`src/rtl/voice_mix_scheduler.sv`:
```
// Voice mix scheduler: on each sampler request, polls every enabled voice in
// order, sums the returned samples, applies a volume shift with saturation and
// presents the result as a 10-bit offset-binary PWM code.
module voice_mix_scheduler #(
  parameter int NUM_VOICES     = 4,
  parameter int SAMPLE_WIDTH   = 14,
  parameter int TIMEOUT_CYCLES = 64
) (
  input  logic                               clk,
  input  logic                               rst,
  input  logic                               synth_ready,
  output logic                               synth_valid,
  output logic [9:0]                         scaled_synth_code,
  input  logic [NUM_VOICES-1:0]              voice_enable,
  input  logic [2:0]                         volume_shift,
  output logic [NUM_VOICES-1:0]              voice_req,
  input  logic [NUM_VOICES-1:0]              voice_valid,
  input  logic [NUM_VOICES*SAMPLE_WIDTH-1:0] voice_samples,
  output logic                               busy,
  output logic [NUM_VOICES-1:0]              timeout_flags,
  output logic                               overrun,
  input  logic                               clear_status
);

  localparam int IDXW = (NUM_VOICES > 1) ? $clog2(NUM_VOICES) : 1;
  localparam int ACCW = SAMPLE_WIDTH + $clog2(NUM_VOICES) + 1;
  localparam int TOW  = (TIMEOUT_CYCLES > 1) ? $clog2(TIMEOUT_CYCLES) : 1;

  localparam logic [IDXW-1:0]        LAST_IDX = IDXW'(NUM_VOICES - 1);
  localparam logic [TOW-1:0]         TO_LAST  = TOW'(TIMEOUT_CYCLES - 1);
  localparam logic signed [ACCW-1:0] SAT_HI   = ACCW'(511);
  localparam logic signed [ACCW-1:0] SAT_LO   = ACCW'(-512);

  typedef enum logic [1:0] {IDLE, FETCH, SCALE, OUTPUT} state_t;

  state_t                  state_q;
  logic [IDXW-1:0]         idx_q;
  logic signed [ACCW-1:0]  acc_q;
  logic [TOW-1:0]          toCnt_q;
  logic [NUM_VOICES-1:0]   req_q;
  logic [NUM_VOICES-1:0]   flags_q;
  logic                    overrun_q;
  logic                    valid_q;
  logic [9:0]              code_q;

  logic [SAMPLE_WIDTH-1:0] sampleArr [NUM_VOICES];
  logic [SAMPLE_WIDTH-1:0] curSample_d;
  logic signed [ACCW-1:0]  sampleExt_d;
  logic signed [ACCW-1:0]  shifted_d;
  logic [9:0]              code_d;
  logic [IDXW-1:0]         nextIdx_d;
  logic [NUM_VOICES-1:0]   nextReq_d;
  logic [NUM_VOICES-1:0]   firstReq_d;
  logic [NUM_VOICES-1:0]   flagSet_d;
  logic                    curReq_d;
  logic                    curValid_d;
  logic                    accept_d;
  logic                    timeout_d;
  logic                    advance_d;

  // Unpack the flat sample bus so the current voice can be selected by index
  for (genvar g = 0; g < NUM_VOICES; g++) begin : gUnpack
    assign sampleArr[g] = voice_samples[g*SAMPLE_WIDTH +: SAMPLE_WIDTH];
  end

  // Handshake decode for the voice under fetch, next-voice request and scaling
  always_comb begin
    curSample_d = sampleArr[idx_q];
    sampleExt_d = {{(ACCW-SAMPLE_WIDTH){curSample_d[SAMPLE_WIDTH-1]}}, curSample_d};
    curReq_d    = req_q[idx_q];
    curValid_d  = voice_valid[idx_q];
    accept_d    = (state_q == FETCH) && curReq_d && curValid_d;
    timeout_d   = (state_q == FETCH) && curReq_d && !curValid_d && (toCnt_q == TO_LAST);
    advance_d   = (state_q == FETCH) && (!curReq_d || curValid_d || (toCnt_q == TO_LAST));
    flagSet_d   = timeout_d ? (NUM_VOICES'(1) << idx_q) : '0;
    nextIdx_d   = idx_q + IDXW'(1);
    nextReq_d   = voice_enable[nextIdx_d] ? (NUM_VOICES'(1) << nextIdx_d) : '0;
    firstReq_d  = voice_enable[0] ? NUM_VOICES'(1) : '0;
    shifted_d   = acc_q >>> volume_shift;
    if (shifted_d > SAT_HI) begin
      code_d = 10'd1023;
    end else if (shifted_d < SAT_LO) begin
      code_d = 10'd0;
    end else begin
      code_d = shifted_d[9:0] ^ 10'h200;
    end
  end

  // Main sequencer: status flags, voice polling, accumulation and output register
  always_ff @(posedge clk) begin
    if (rst) begin
      state_q   <= IDLE;
      idx_q     <= '0;
      acc_q     <= '0;
      toCnt_q   <= '0;
      req_q     <= '0;
      flags_q   <= '0;
      overrun_q <= 1'b0;
      valid_q   <= 1'b0;
      code_q    <= 10'd512;
    end else begin
      valid_q <= 1'b0;
      flags_q <= (clear_status ? '0 : flags_q) | flagSet_d;
      if (synth_ready && (state_q != IDLE)) begin
        overrun_q <= 1'b1;
      end else if (clear_status) begin
        overrun_q <= 1'b0;
      end
      case (state_q)
        IDLE: begin
          if (synth_ready) begin
            state_q <= FETCH;
            idx_q   <= '0;
            acc_q   <= '0;
            toCnt_q <= '0;
            req_q   <= firstReq_d;
          end
        end
        FETCH: begin
          if (accept_d) begin
            acc_q <= acc_q + sampleExt_d;
          end
          if (advance_d) begin
            toCnt_q <= '0;
            if (idx_q == LAST_IDX) begin
              state_q <= SCALE;
              req_q   <= '0;
            end else begin
              idx_q <= nextIdx_d;
              req_q <= nextReq_d;
            end
          end else if (curReq_d) begin
            toCnt_q <= toCnt_q + TOW'(1);
          end
        end
        SCALE: begin
          code_q  <= code_d;
          valid_q <= 1'b1;
          state_q <= OUTPUT;
        end
        OUTPUT: begin
          state_q <= IDLE;
        end
        default: begin
          state_q <= IDLE;
        end
      endcase
    end
  end

  assign synth_valid       = valid_q;
  assign scaled_synth_code = code_q;
  assign voice_req         = req_q;
  assign busy              = (state_q != IDLE);
  assign timeout_flags     = flags_q;
  assign overrun           = overrun_q;

endmodule
```
`config.mk`:
```
export PLATFORM = sky130hd
export DESIGN_NAME = voice_mix_scheduler
export DESIGN_NICKNAME = d
export VERILOG_FILES = /design/src/rtl/voice_mix_scheduler.sv
export SDC_FILE = /design/constraint.sdc
export NUM_CORES = 1
export LEC_CHECK = 0
export CAP_MARGIN = 20
export CORE_MARGIN = 2
export CORE_UTILIZATION = 30
export DETAILED_ROUTE_END_ITERATION = 7
export GPL_ROUTABILITY_DRIVEN = 1
export PLACE_DENSITY = 0.56
export SLEW_MARGIN = 10
export SYNTH_ARGS = -nofsm -noshare
export SYNTH_HDL_FRONTEND = slang
export SYNTH_SLANG_ARGS = --single-unit
```
`constraint.sdc`:
```
create_clock -name clk -period 8.65 [get_ports clk]
set_input_delay 1.73 -clock clk [delete_from_list [all_inputs] [get_ports clk]]
set_output_delay 1.73 -clock clk [all_outputs]
set_load 0.02 [all_outputs]
```
==> run metrics <==
grt ovf 0; Tot Pwr ~940 uW; # resized after CTS 0; IO Port Bufs just over 90; postcts setup bufs 0; R2R cell count 9; Reg2Reg Setup Slack between 4 and 5 ns; nets approximately 590; Post-DRT Antenna Nets 0; crit path launch type primary input; power density over the cells 189.8 nW/um2; Sink Count 47; antenna violations before repair 0; fill count 1276; first-pass GRT wire length between 15 and 20 mm; worst-margin pin slew just over 0.8 ns; Fin Clk Skew 0.009087 ns; Yosys reg bits 47; fmax 212.3 MHz; Die Wd between 100 and 150 um; hold buffers post-CTS 0; Hold Path Origin voice_req[1]$_SDFFE_PP0P_; hold depth 2; area of the multi-input gates about 2700 um2; total wire length 9.430 mm; worst path required time between 8 and 9 ns; GR Util All Layers 0.1380; syn_nets between 500 and 600; Ys Warns 0; Post-synth ARST share 0; Hold Path Class reg2reg; synth cell count leaders dfxtp_1, nor2_1, a21oi_1, nand2_1, ha_1; vias per cell 5.143; clock latency on the worst-skew pair about 0.29 ns; crit path kind in2reg; Core Rows 41; status complete, no violations; CP Data Arrival Time around 5 ns; Slew headroom 0.4378; Synth cell types 54; GP Congestion 0.8257; Synth area leaders dfxtp_1, mux4_2, ha_1, a21oi_1, mux2i_1; largest net degree at the start of global routing between 40 and 50; Ports just over 90; final worst slack between 3 and 4 ns; die area roughly 14000 um2; unrepaired setup endpoints after global routing no; cts bufs inserted 5; Core ar. 12470 um2; sequential element share of the synthesized area 0.2487; clock-pin slew on the worst setup and hold paths about 0.07 ns; CTS tree yes; Setup Viol. Count Final 0; netlist area before placement 3784 um2; TritonRoute pass-1 iters 4; drt drc 0; Post-synth EDFFs 0; Max clock buf depth 2; starting density of the core 0.3035; drt initial violations 180; FF-to-FF Start idx_q[0]$_SDFFE_PP0P_; synthesis-to-layout area growth 31.12%; post-synthesis area per instance 9.117 um2; Critical Path Fanout Max 4; number of global-route vias before repair 3119; Setup crit end kind register; r2r endpoint acc_q[16]$_SDFFE_PP0P_; Final Core Density 0.3980; ys flop type dfxtp_1; sum of negative setup slack 0 ns; largest area contributor in the netlist dfxtp_1; die height about 120 um; LEAKAGE between 0.0015 and 0.002 uW; most frequent cell after synthesis dfxtp_1; share of cells above drive strength 1 0.1077; worst vdd ir about 0.000073 V; Slew Limit Fails 0; final worst-path cycle share 0.5447; min Tclk post-route 4.711 ns; Mapped Cells between 400 and 500; max-cap violations 0; DR vias ~3400; ANT cells 0; post-DR wirelength/cell about 14 um; Final Hold Fails 0; flip-flop and latch area approximately 940 um2; hold endpoint voice_req[1]$_SDFFE_PP0P_; top-area cell type share of the netlist area 0.2487; Detailed Place HPWL roughly 7.6 mm; Setup WS pre-CTS 3.634 ns; H-tree depth reported by CTS 2; root cell of the clock tree clkbuf_16
critical path, stage by stage:
cell and delay (ns):
clkdlybuf4s50_1 0.39, mux4_1 0.53, ha_1 0.25, fa_1 0.43, a211oi_1 0.42, o211ai_1 0.15, a211oi_1 0.53, nor2_1 0.10
a311oi_1 0.22, o32ai_1 0.11
area by class of cell:
type	count	share of cell area
timing repair buffer	96	0.1927
multi-input combinational	330	0.5354
sequential	47	0.1897
clock buffer	6	0.02799
clock inverter	1	0.001765
tap	172	0.04338
inverter	12	0.009079
state kept, by name (all words and copies together), names as in the netlist:
register	cells
voice_req	4
overrun	1
acc_q	17
toCnt_q	6
synth_valid	1
idx_q	2
state_q	2
timeout_flags	4
scaled_synth_code	10
metal layers:
layer	vias to the layer above	GRT usage	wire length, um
met5	-	0	0
li1	1721	-	-
met2	88	0.2147	4171
met1	1597	0.2035	4711
met3	9	0.01816	432
met4	0	0.03175	115
kinds of logic after synthesis:
kind of cell,synth area share
compound gates,0.2047
xor+xnor,0.03935
fa+ha+maj,0.08796
buf+inv,0.04927
flops,0.2487
mux,0.2113
simple gates,0.1587
power breakdown:
group          internal, uW  total, uW  switching (uW)  leakage, uW
Combinational           221        469             248      0.00140
Clock                   114        196            81.6    0.0000733
Sequential              245        277            32.2     0.000381
Total                   580        942             362      0.00186
metrics by stage:
step | cells | hold slack (ns) | area, um2
after global placement | 656 | 0.4617 | 4798
after floorplan | 415 | 0.4463 | 3784
final | 664 | 0.4795 | 4961
after detailed placement | 656 | 0.4691 | 4798
after global routing | 664 | 0.4956 | 4961
after CTS | 663 | 0.4770 | 4946
layout by cell type (no fill, tap or decap), types with 2 or more instances in the layout:
cell type,netlist,routed
nor2b_1,4,4
xor2_1,7,7
a31oi_1,4,4
a211oi_1,16,16
mux4_2,19,19
xnor2_1,10,10
dfxtp_1,47,47
ha_1,25,25
nor3_1,5,5
clkbuf_16,0,5
inv_1,12,12
mux4_1,5,5
nor2_1,40,40
nand3_1,19,19
mux2i_1,15,15
buf_4,0,4
o211ai_1,6,6
clkdlybuf4s50_1,0,91
and3_1,6,6
a22oi_1,5,5
mux2_2,8,8
nand2_1,28,28
or2_2,9,9
nand3b_1,2,2
a21o_1,7,7
a21oi_1,37,37
nor3b_1,2,2
nand2b_1,4,4
a22o_1,8,8
o21bai_1,3,3
o21ai_0,14,14
worst max-delay path by stage:
stage,end,startpoint
final,acc_q[16]$_SDFFE_PP0P_,voice_samples[14]
after global routing,acc_q[16]$_SDFFE_PP0P_,voice_samples[14]
after CTS,acc_q[16]$_SDFFE_PP0P_,voice_samples[14]
after detailed placement,acc_q[16]$_SDFFE_PP0P_,voice_samples[14]
after global placement,acc_q[16]$_SDFFE_PP0P_,voice_samples[14]
after floorplan,acc_q[16]$_SDFFE_PP0P_,voice_samples[14]
Note: power is estimated with default switching activity, not from simulation.
